==> src/rtl/matrix_op_defs_pkg.sv <==
// Shared definitions for the matrix operator bank: storage geometry, shape
// encoding helpers and the result-writer state encoding.
package matrix_op_defs_pkg;

  localparam int MATRIX_DATA_WIDTH = 32;
  localparam int MATRIX_ID_WIDTH   = 3;
  localparam int MATRIX_NUM_SLOTS  = 6;
  localparam int MATRIX_BLOCK_SIZE = 256;
  localparam int MATRIX_ADDR_WIDTH = 11;
  localparam int MATRIX_META_WORDS = 3;

  typedef struct packed {
    logic [7:0] rows;
    logic [7:0] cols;
  } matrix_shape_t;

  typedef enum logic [2:0] {
    IDLE     = 3'd0,
    CHECK    = 3'd1,
    WR_SHAPE = 3'd2,
    WR_NAME0 = 3'd3,
    WR_NAME1 = 3'd4,
    DATA     = 3'd5,
    DONE     = 3'd6
  } matrix_writer_state_e;

  // Slot 0 is the scratch/result slot; operands live in slots 1..NUM_SLOTS-1.
  function automatic logic is_valid_operand_id(input logic [MATRIX_ID_WIDTH-1:0] id);
    return (id != '0) && (id < MATRIX_ID_WIDTH'(MATRIX_NUM_SLOTS));
  endfunction

  function automatic logic [15:0] shape_element_count(input matrix_shape_t shape);
    return 16'(shape.rows) * 16'(shape.cols);
  endfunction

  function automatic logic is_data_capacity_ok(input logic [15:0] count,
                                               input int block_size = MATRIX_BLOCK_SIZE);
    return int'(count) <= (block_size - MATRIX_META_WORDS);
  endfunction

  // Shape word layout: rows in [15:8], cols in [7:0], upper bits zero.
  function automatic matrix_shape_t decode_shape_word(input logic [MATRIX_DATA_WIDTH-1:0] word);
    matrix_shape_t shape;
    shape.rows = word[15:8];
    shape.cols = word[7:0];
    return shape;
  endfunction

  function automatic logic [MATRIX_DATA_WIDTH-1:0] encode_shape_word(input matrix_shape_t shape);
    return {16'h0000, shape.rows, shape.cols};
  endfunction

endpackage

==> src/rtl/matrix_address_getter.sv <==
// Maps a matrix slot id to the base address of its block in matrix storage.
module matrix_address_getter
  import matrix_op_defs_pkg::*;
#(
  parameter int BLOCK_SIZE = MATRIX_BLOCK_SIZE,
  parameter int ADDR_WIDTH = MATRIX_ADDR_WIDTH
) (
  input  logic [MATRIX_ID_WIDTH-1:0] matrix_id,
  output logic [ADDR_WIDTH-1:0]      base_addr
);

  assign base_addr = ADDR_WIDTH'(matrix_id) * ADDR_WIDTH'(BLOCK_SIZE);

endmodule

==> src/rtl/matrix_result_writer.sv <==
// Result sink for matrix operators: validates a write request, writes the
// block metadata words, then streams row-major elements into storage.
module matrix_result_writer
  import matrix_op_defs_pkg::*;
#(
  parameter int BLOCK_SIZE = MATRIX_BLOCK_SIZE,
  parameter int ADDR_WIDTH = MATRIX_ADDR_WIDTH,
  parameter int DATA_WIDTH = MATRIX_DATA_WIDTH
) (
  input  logic                       clk,
  input  logic                       rst,
  input  logic                       write_request,
  output logic                       write_ready,
  input  logic [MATRIX_ID_WIDTH-1:0] matrix_id,
  input  logic [7:0]                 actual_rows,
  input  logic [7:0]                 actual_cols,
  input  logic [7:0]                 matrix_name [0:7],
  input  logic [DATA_WIDTH-1:0]      data_in,
  input  logic                       data_valid,
  output logic                       writer_ready,
  output logic                       write_done,
  output logic                       write_error,
  output logic                       mem_wr_en,
  output logic [ADDR_WIDTH-1:0]      mem_wr_addr,
  output logic [DATA_WIDTH-1:0]      mem_wr_data
);

  matrix_writer_state_e        state_reg, state_next;
  logic [MATRIX_ID_WIDTH-1:0]  id_reg;
  matrix_shape_t               shape_reg;
  logic [7:0]                  name_reg [0:7];
  logic [15:0]                 count_reg, count_next;
  logic                        error_reg, error_next;
  logic                        mem_wr_en_reg, mem_wr_en_next;
  logic [ADDR_WIDTH-1:0]       mem_wr_addr_reg, mem_wr_addr_next;
  logic [DATA_WIDTH-1:0]       mem_wr_data_reg, mem_wr_data_next;
  logic                        latch_en;

  logic [ADDR_WIDTH-1:0]       base_addr;
  logic [15:0]                 total_elems;
  logic                        reject;
  logic [31:0]                 name_word0, name_word1;

  matrix_address_getter #(
    .BLOCK_SIZE (BLOCK_SIZE),
    .ADDR_WIDTH (ADDR_WIDTH)
  ) u_addr (
    .matrix_id (id_reg),
    .base_addr (base_addr)
  );

  // Byte 0 of each half lands in the least significant byte of its word.
  for (genvar gi = 0; gi < 4; gi++) begin : g_name_pack
    assign name_word0[gi*8 +: 8] = name_reg[gi];
    assign name_word1[gi*8 +: 8] = name_reg[gi+4];
  end

  assign total_elems = shape_element_count(shape_reg);
  assign reject = (!is_valid_operand_id(id_reg) && (id_reg != '0)) ||
                  (shape_reg.rows == 8'd0) || (shape_reg.cols == 8'd0) ||
                  !is_data_capacity_ok(total_elems, BLOCK_SIZE);

  assign write_ready  = (state_reg == IDLE);
  assign writer_ready = (state_reg == DATA);
  assign write_done   = (state_reg == DONE);
  assign write_error  = error_reg;
  assign mem_wr_en    = mem_wr_en_reg;
  assign mem_wr_addr  = mem_wr_addr_reg;
  assign mem_wr_data  = mem_wr_data_reg;

  // Each metadata write is launched on the edge entering its state so the
  // strobe is visible while the FSM sits in that state.
  always_comb begin
    state_next       = state_reg;
    count_next       = count_reg;
    error_next       = error_reg;
    latch_en         = 1'b0;
    mem_wr_en_next   = 1'b0;
    mem_wr_addr_next = mem_wr_addr_reg;
    mem_wr_data_next = mem_wr_data_reg;
    case (state_reg)
      IDLE: begin
        if (write_request) begin
          latch_en   = 1'b1;
          count_next = '0;
          state_next = CHECK;
        end
      end
      CHECK: begin
        if (reject) begin
          error_next = 1'b1;
          state_next = DONE;
        end else begin
          error_next       = 1'b0;
          state_next       = WR_SHAPE;
          mem_wr_en_next   = 1'b1;
          mem_wr_addr_next = base_addr;
          mem_wr_data_next = DATA_WIDTH'(encode_shape_word(shape_reg));
        end
      end
      WR_SHAPE: begin
        state_next       = WR_NAME0;
        mem_wr_en_next   = 1'b1;
        mem_wr_addr_next = base_addr + ADDR_WIDTH'(1);
        mem_wr_data_next = DATA_WIDTH'(name_word0);
      end
      WR_NAME0: begin
        state_next       = WR_NAME1;
        mem_wr_en_next   = 1'b1;
        mem_wr_addr_next = base_addr + ADDR_WIDTH'(2);
        mem_wr_data_next = DATA_WIDTH'(name_word1);
      end
      WR_NAME1: begin
        state_next = DATA;
      end
      DATA: begin
        if (data_valid) begin
          mem_wr_en_next   = 1'b1;
          mem_wr_addr_next = base_addr + ADDR_WIDTH'(MATRIX_META_WORDS) + ADDR_WIDTH'(count_reg);
          mem_wr_data_next = data_in;
          count_next       = count_reg + 16'd1;
          if (count_next == total_elems) begin
            state_next = DONE;
          end
        end
      end
      DONE: begin
        state_next = IDLE;
      end
      default: begin
        state_next = IDLE;
      end
    endcase
  end

  always_ff @(posedge clk) begin
    if (rst) begin
      state_reg       <= IDLE;
      id_reg          <= '0;
      shape_reg       <= '0;
      count_reg       <= '0;
      error_reg       <= 1'b0;
      mem_wr_en_reg   <= 1'b0;
      mem_wr_addr_reg <= '0;
      mem_wr_data_reg <= '0;
      for (int i = 0; i < 8; i++) begin
        name_reg[i] <= '0;
      end
    end else begin
      state_reg       <= state_next;
      count_reg       <= count_next;
      error_reg       <= error_next;
      mem_wr_en_reg   <= mem_wr_en_next;
      mem_wr_addr_reg <= mem_wr_addr_next;
      mem_wr_data_reg <= mem_wr_data_next;
      if (latch_en) begin
        id_reg         <= matrix_id;
        shape_reg.rows <= actual_rows;
        shape_reg.cols <= actual_cols;
        for (int i = 0; i < 8; i++) begin
          name_reg[i] <= matrix_name[i];
        end
      end
    end
  end

endmodule

==> config.mk <==
export PLATFORM = sky130hd
export DESIGN_NAME = matrix_result_writer
export DESIGN_NICKNAME = d
export VERILOG_FILES = /design/src/rtl/matrix_op_defs_pkg.sv /design/src/rtl/matrix_address_getter.sv /design/src/rtl/matrix_result_writer.sv
export SDC_FILE = /design/constraint.sdc
export NUM_CORES = 1
export LEC_CHECK = 0
export BUFFER_PORTS_ARGS = -buffer_cell sky130_fd_sc_hd__buf_2
export CAP_MARGIN = 20
export CELL_PAD_IN_SITES_DETAIL_PLACEMENT = 1
export CELL_PAD_IN_SITES_GLOBAL_PLACEMENT = 1
export CORE_ASPECT_RATIO = 1.1
export CORE_UTILIZATION = 43
export DETAILED_ROUTE_END_ITERATION = 16
export GPL_ROUTABILITY_DRIVEN = 0
export PLACE_DENSITY = 0.85
export SETUP_SLACK_MARGIN = 0.2
export SLEW_MARGIN = 10
export SYNTH_ARGS = -nofsm -noshare
export SYNTH_HDL_FRONTEND = slang
export SYNTH_SLANG_ARGS = --single-unit
==> constraint.sdc <==
create_clock -name clk -period 6.3 [get_ports clk]
set_clock_uncertainty 0.2 [all_clocks]
set_input_delay 1.26 -clock clk [delete_from_list [all_inputs] [get_ports clk]]
set_output_delay 1.26 -clock clk [all_outputs]
set_load 0.03 [all_outputs]
### After elaboration in Yosys (flattened, before gate mapping)

Memory sizes are Yosys's and may differ from the RTL's.
Index checks and enable logic that the tools add are counted.

* register bits: 83
* memory bits (writable): 64
* input port bits: 119
* output and inout port bits: 48
* memories kept: 1

Memory list
* name_reg: words 8, width 8, read ports 8, clocked after Yosys merged registers in 0, wr ports 8, RTL line matrix_result_writer.sv:31 `logic [7:0] name_reg [0:7];`

* add/subtract/negate cells: 5
* multipliers: 1
* magnitude comparators: 2
* eq/ne operators: 11
* muxes and demuxes: 33
* bitwise logic cells: 8
* reduce and logical (&&, ||, !) cells: 17

Operator list (number)
* 32-bit case mux with 4 select lines: 1
* 32-bit two-way mux: 2
* 8-bit two-way mux: 8
* 11-bit case mux with 4 select lines: 1
* 16-bit two-way mux: 2
* 16-bit case mux with 2 select lines: 1
* 11-bit by 2-bit adder with 11-bit output (second input constant): 2
* 11-bit two-way mux: 2
* 3-bit case mux with 6 select lines: 1
* 16-bit by 1-bit adder with 16-bit output (second input constant): 1
* 16-bit equality test: 1
* 16-bit by 8-bit less-or-equal comparator with 1-bit output (second input constant): 1
* 8-bit logical NOT: 2
* 8-bit by 8-bit multiplier with 16-bit output: 1
* 3-bit two-way mux: 4
* 11-bit by 1-bit adder with 11-bit output (second input constant): 1
* 11-bit adder: 1
* 1-bit two-way mux: 10
* 3-bit equality test (second input constant): 3
* 3-bit AND reduction: 3
* 1-bit bitwise OR: 8
* 3-bit by 2-bit equality test with 1-bit output (second input constant): 2
* 2-bit inequality test (second input constant): 3
* 4-bit nonzero test: 1
* other kinds (11): 15

### Depth between registers and ports, before layout

* word-level depth: 9
* gate-level depth with buffers: 22

### By module

Synthesis repeated with hierarchy kept, for this count alone.

* cells, all modules: 1155
* area, all modules: 10452.5 sq um

By module, submodules not included
* matrix_result_writer: instances 1, cells an instance 1143, area each 10366.2 sq um, seq. area each 3583.4 sq um
* matrix_address_getter: instances 1, cells an instance 12, area each 86.3 sq um, seq. area each 0.0 sq um

### Worst setup path before layout

Ideal clock, no wire load.

* path type: register to register
* from: register shape_reg[6] (netlist name)
* to: register mem_wr_addr_reg[3] (netlist: mem_wr_addr[3])
* library setup time: 0.096 ns
* data arrival time: 5.049 ns
* slack: 0.955 ns
* stages on the path, launching flop included: 21
* path buffers: 4
* clock period less this slack: 5.345 ns
* cells stage by stage: dfxtp_1 > clkbuf_1 > and2_1 > fa_1 > fa_1 > fa_1 > inv_1 > fa_1 > inv_1 > ha_1 > buf_2 > a21oi_2 > o211ai_1 > a31o_1 > a21oi_1 > xor2_1 > a41oi_2 > o21a_1 > buf_6 > buf_6 > o41ai_2

* cells in the longest elaborated chain, start to end: 6

RTL lines
* start: declaration: RTL line matrix_result_writer.sv:30 `matrix_shape_t shape_reg;`
* 8-bit by 8-bit multiplier with 16-bit output: RTL line matrix_op_defs_pkg.sv:33 `return 16'(shape.rows) * 16'(shape.cols);`
* 16-bit by 8-bit less-or-equal comparator with 1-bit output: RTL line matrix_op_defs_pkg.sv:38 `return int'(count) <= (block_size - MATRIX_META_WORDS);`
* 1-bit logical NOT: RTL line matrix_result_writer.sv:61 `!is_data_capacity_ok(total_elems, BLOCK_SIZE);`
* 1-bit logical OR *: RTL line matrix_result_writer.sv:60 `(shape_reg.rows == 8'd0) || (shape_reg.cols == 8'd0) ||`
* 2-bit inequality test (no source line) *
* 3-bit AND reduction (no source line) *
* end signal: assignment: RTL line matrix_result_writer.sv:154 `mem_wr_addr_reg <= mem_wr_addr_next;`
* end: declaration: RTL line matrix_result_writer.sv:35 `logic [ADDR_WIDTH-1:0] mem_wr_addr_reg, mem_wr_addr_next;`

Every way passes the cells marked *; elsewhere a longest branch is shown, timed or not.
A chain may end at the register's enable or synchronous reset.

### Worst setup path in the final report

* from: register shape_reg[10] (netlist name)
* to: register state_reg[1]

* cells in the longest elaborated chain, start to end: 4

RTL lines
* 8-bit by 8-bit multiplier with 16-bit output: RTL line matrix_op_defs_pkg.sv:33
* 16-bit equality test: RTL line matrix_result_writer.sv:122 `if (count_next == total_elems) begin`
* 2-bit by 1-bit inequality test with 1-bit output (no source line)
* 3-bit AND reduction (no source line)
* end signal: assignment: RTL line matrix_result_writer.sv:150 `state_reg <= state_next;`
* end: declaration: RTL line matrix_result_writer.sv:28 `matrix_writer_state_e state_reg, state_next;`

Every way passes these cells.

==> metrics.md <==
| Metric | Value |
|---|---|
| Cells along the critical path | `and2_1 > fa_1 > fa_1 > fa_1 > inv_1 > fa_1 > inv_1 > ha_1 > nand2_1 > o31a_1 > xnor3_1 > o2111ai_1 > a2111oi_0 > buf_4 > nand4_1 > nor4_1 > a21o_1` |
| RSZ-0062 raised after global routing | `no` |
| Top-count cell post-synth | `nand2_1` |
| First-pass GRT wire length | `around 46000 um` |
| Register area share after synthesis | `between 30% and 40%` |
| Clock tree buffer depth | `2` |
| Layout cells sized above 1 | `20.73%` |
| Residual DRC count | `0` |
| Max-cap viol count | `0` |
| PwrDens | `283.6 nW/um^2` |
| Root Buffer | `clkbuf_16` |
| Fin crit share | `91.93%` |
| Global routing usage on met2 | `46.92%` |
| Area share of the largest cell type after synthesis | `20.53%` |
| Setup TNS | `0 ns` |
| IO Port Bufs | `166` |
| Worst relative slew slack | `24.82%` |
| Final setup viols | `0` |
| Endpoints failing hold | `0` |
| Detail Placement HPWL | `19950 um` |
| Detail Route Antenna Nets | `0` |
| Fin. max-slew vios | `0` |
| H-tree levels | `4` |
| Status | `finished clean` |
| Peak supply drop | `266.7 uV` |
| Ys async rst share | `0%` |
| Die area | `~22000 sq um` |
| DIE HEIGHT | `156.7 um` |
| Total power | `3.105 mW` |
| Met1 Usage GRT | `31.77%` |
| Critical path's slowest cell | `dfxtp_1` |
| Worst-case hold slack | `0.2786 ns` |
| Global route overflow | `0` |
| Vias | `8052` |
| I/O Pins | `167` |
| Clk slew on worst S/H paths | `0.08 ns` |
| DRT iter0 DRCs | `about 530` |
| Worst-Skew Late Latency | `0.45 ns` |
| Cell area after synthesis | `~9400 sq um` |
| Gr busiest metal | `met2` |
| Critical path class | `reg -> reg` |
| Syn Area/Cell | `9.368 sq um` |
| CTS sink count | `147` |
| CP Launch Type | `register` |
| Vias in the first global route | `8508` |
| Routed vias/inst | `5.690` |
| CP max stage delay | `between 0.5 and 0.6 ns` |
| Synth area leader | `edfxtp_1` |
| CP required | `6.48 ns` |
| Most frequent cells after synthesis | `nand2_1, dfxtp_1, clkbuf_1` |
| Top post-synthesis cells by area | `edfxtp_1, dfxtp_1, fa_1` |
| Cell variety after synth | `60` |
| CP arrival | `5.97 ns` |
| Row cnt | `56` |
| PostCTS Resize Cnt | `0` |
| Min-delay worst type | `reg -> reg` |
| EDFF count, synth | `64` |
| Initial antenna violation count | `2` |
| Register area | `3587 sq um` |
| CP max FO | `11` |
| Net Count, Synth | `around 1200` |
| Worst setup EP type | `register` |
| Final period demand of the worst path | `roughly 5.8 ns` |
| P_leak | `4.744 nW` |
| Warnings, synthesis | `0` |
| Flops & latches, synth | `147` |
| Setup Buffers After CTS | `0` |
| Final Net Count | `about 1300` |
| Met3 Usage GRT | `5.630%` |
| Pin slew with the least headroom to its limit | `1.128 ns` |
| CTS Hold Bufs | `0` |
| Pin count of the biggest net entering global routing | `91` |
| CTS tree | `yes` |
| Most frequent cell on the critical path | `fa_1` |
| Area growth syn-to-layout | `16.99%` |
| Routed WL per cell | `20.32 um` |
| Filler Cell Count | `2499` |
| Dominant register cell in the synthesized netlist | `dfxtp_1` |
| Max frequency | `~170 MHz` |
| Core area | `about 21000 sq um` |
| Max FFs per register | `64` |
| Starting density of the core | `43.94%` |
| Routed wire length | `about 29000 um` |
| Area of the multi-input gates | `5221 sq um` |
| Post-Syn Instances | `between 900 and 1000` |
| Drt first pass iters | `4` |
| Tot GR Track Use | `26.86%` |
| CTS Buf Count | `17` |
| Die Width | `142.7 um` |
| Register-to-register path setup slack | `0.51 ns` |
## metrics by stage
step           area (sq um)  utilization, %  cells  setup slack (ns)
6_report              10950           51.40   1415            0.5081
3_5_place_dp          10330           48.48   1382            0.5159
3_3_place_gp          10330           48.48   1382            0.6779
4_1_cts               10940           51.35   1414            0.4314
5_1_grt               10950           51.39   1414            0.2413
2_1_floorplan          9359               -    999            0.9551
## critical path: cells and delay by family, from the launching register on
family	cells	cell delay [ns]
flip-flops	1	0.59
XOR/XNOR	1	0.41
AND/OR/NAND/NOR	4	0.79
buffers and inverters	3	0.27
adder cells (fa/ha/maj)	5	2.38
AO/OA/AOI/OAI	4	1.08
## worst paths after layout
kind,from,endpoint,cells after the start
setup / recovery,shape_reg[10]$_SDFFE_PP0P_,state_reg[1]$_SDFFE_PP0P_,17
hold reg to reg,mem_wr_addr[1]$_SDFFE_PP0P_,mem_wr_addr[1]$_SDFFE_PP0P_,2
hold / removal,mem_wr_addr[1]$_SDFFE_PP0P_,mem_wr_addr[1]$_SDFFE_PP0P_,2
setup reg to reg,shape_reg[10]$_SDFFE_PP0P_,state_reg[1]$_SDFFE_PP0P_,17
## report_power, final
group | switching [mW] | internal [mW] | leakage [nW]
Sequential | 0.114 | 1.13 | 1.36
Combinational | 0.545 | 0.263 | 3.09
Clock | 0.511 | 0.539 | 0.297
Total | 1.17 | 1.93 | 4.74
## cell families after synthesis
group / count (synthesis) / share of synthesized area [%]
and+or+nand+nor: 339 / 18.28
adders and majority gates: 76 / 13.05
buffers and inverters: 145 / 6.203
muxes: 35 / 3.770
DFF: 147 / 38.29
AOI/OAI and AO/OA: 213 / 16.15
xor gates and xnor gates: 44 / 4.265
## metal layers
metal / vias up / routed length (um)
met3: 66 / 1699
met1: 3973 / 11440
met4: 2 / 947
met5: - / 13
li1: 3771 / -
met2: 240 / 14650
## layout make-up
cell class,count,area share (%)
multi-input combinational,707,47.69
sequential,147,32.76
timing repair buffer,182,8.708
clock buffer,17,3.885
tap,290,3.314
inverter,56,1.920
clock inverter,15,1.703
antenna,1,0.02285
## cell usage in the layout, fill, tap and decap left out, types with 4 or more instances in the layout
cell type / n
buf_2: 165
nand2_1: 85
dfxtp_1: 80
nor2_1: 69
a21oi_1: 64
edfxtp_1: 64
inv_1: 54
and2_1: 51
and3_1: 51
o2111ai_1: 40
ha_1: 40
fa_1: 36
o31ai_1: 35
mux2i_1: 33
xnor2_1: 31
nor2b_1: 19
o21ai_0: 17
clkbuf_16: 17
buf_4: 17
nand3_1: 16
a221oi_1: 16
nor3_1: 14
nor4_1: 12
xor2_1: 11
clkinv_8: 6
nand4_1: 5
o21a_1: 5
o211ai_1: 4
o21ai_1: 4
inv_8: 4
(Power assumes the default switching activity.)
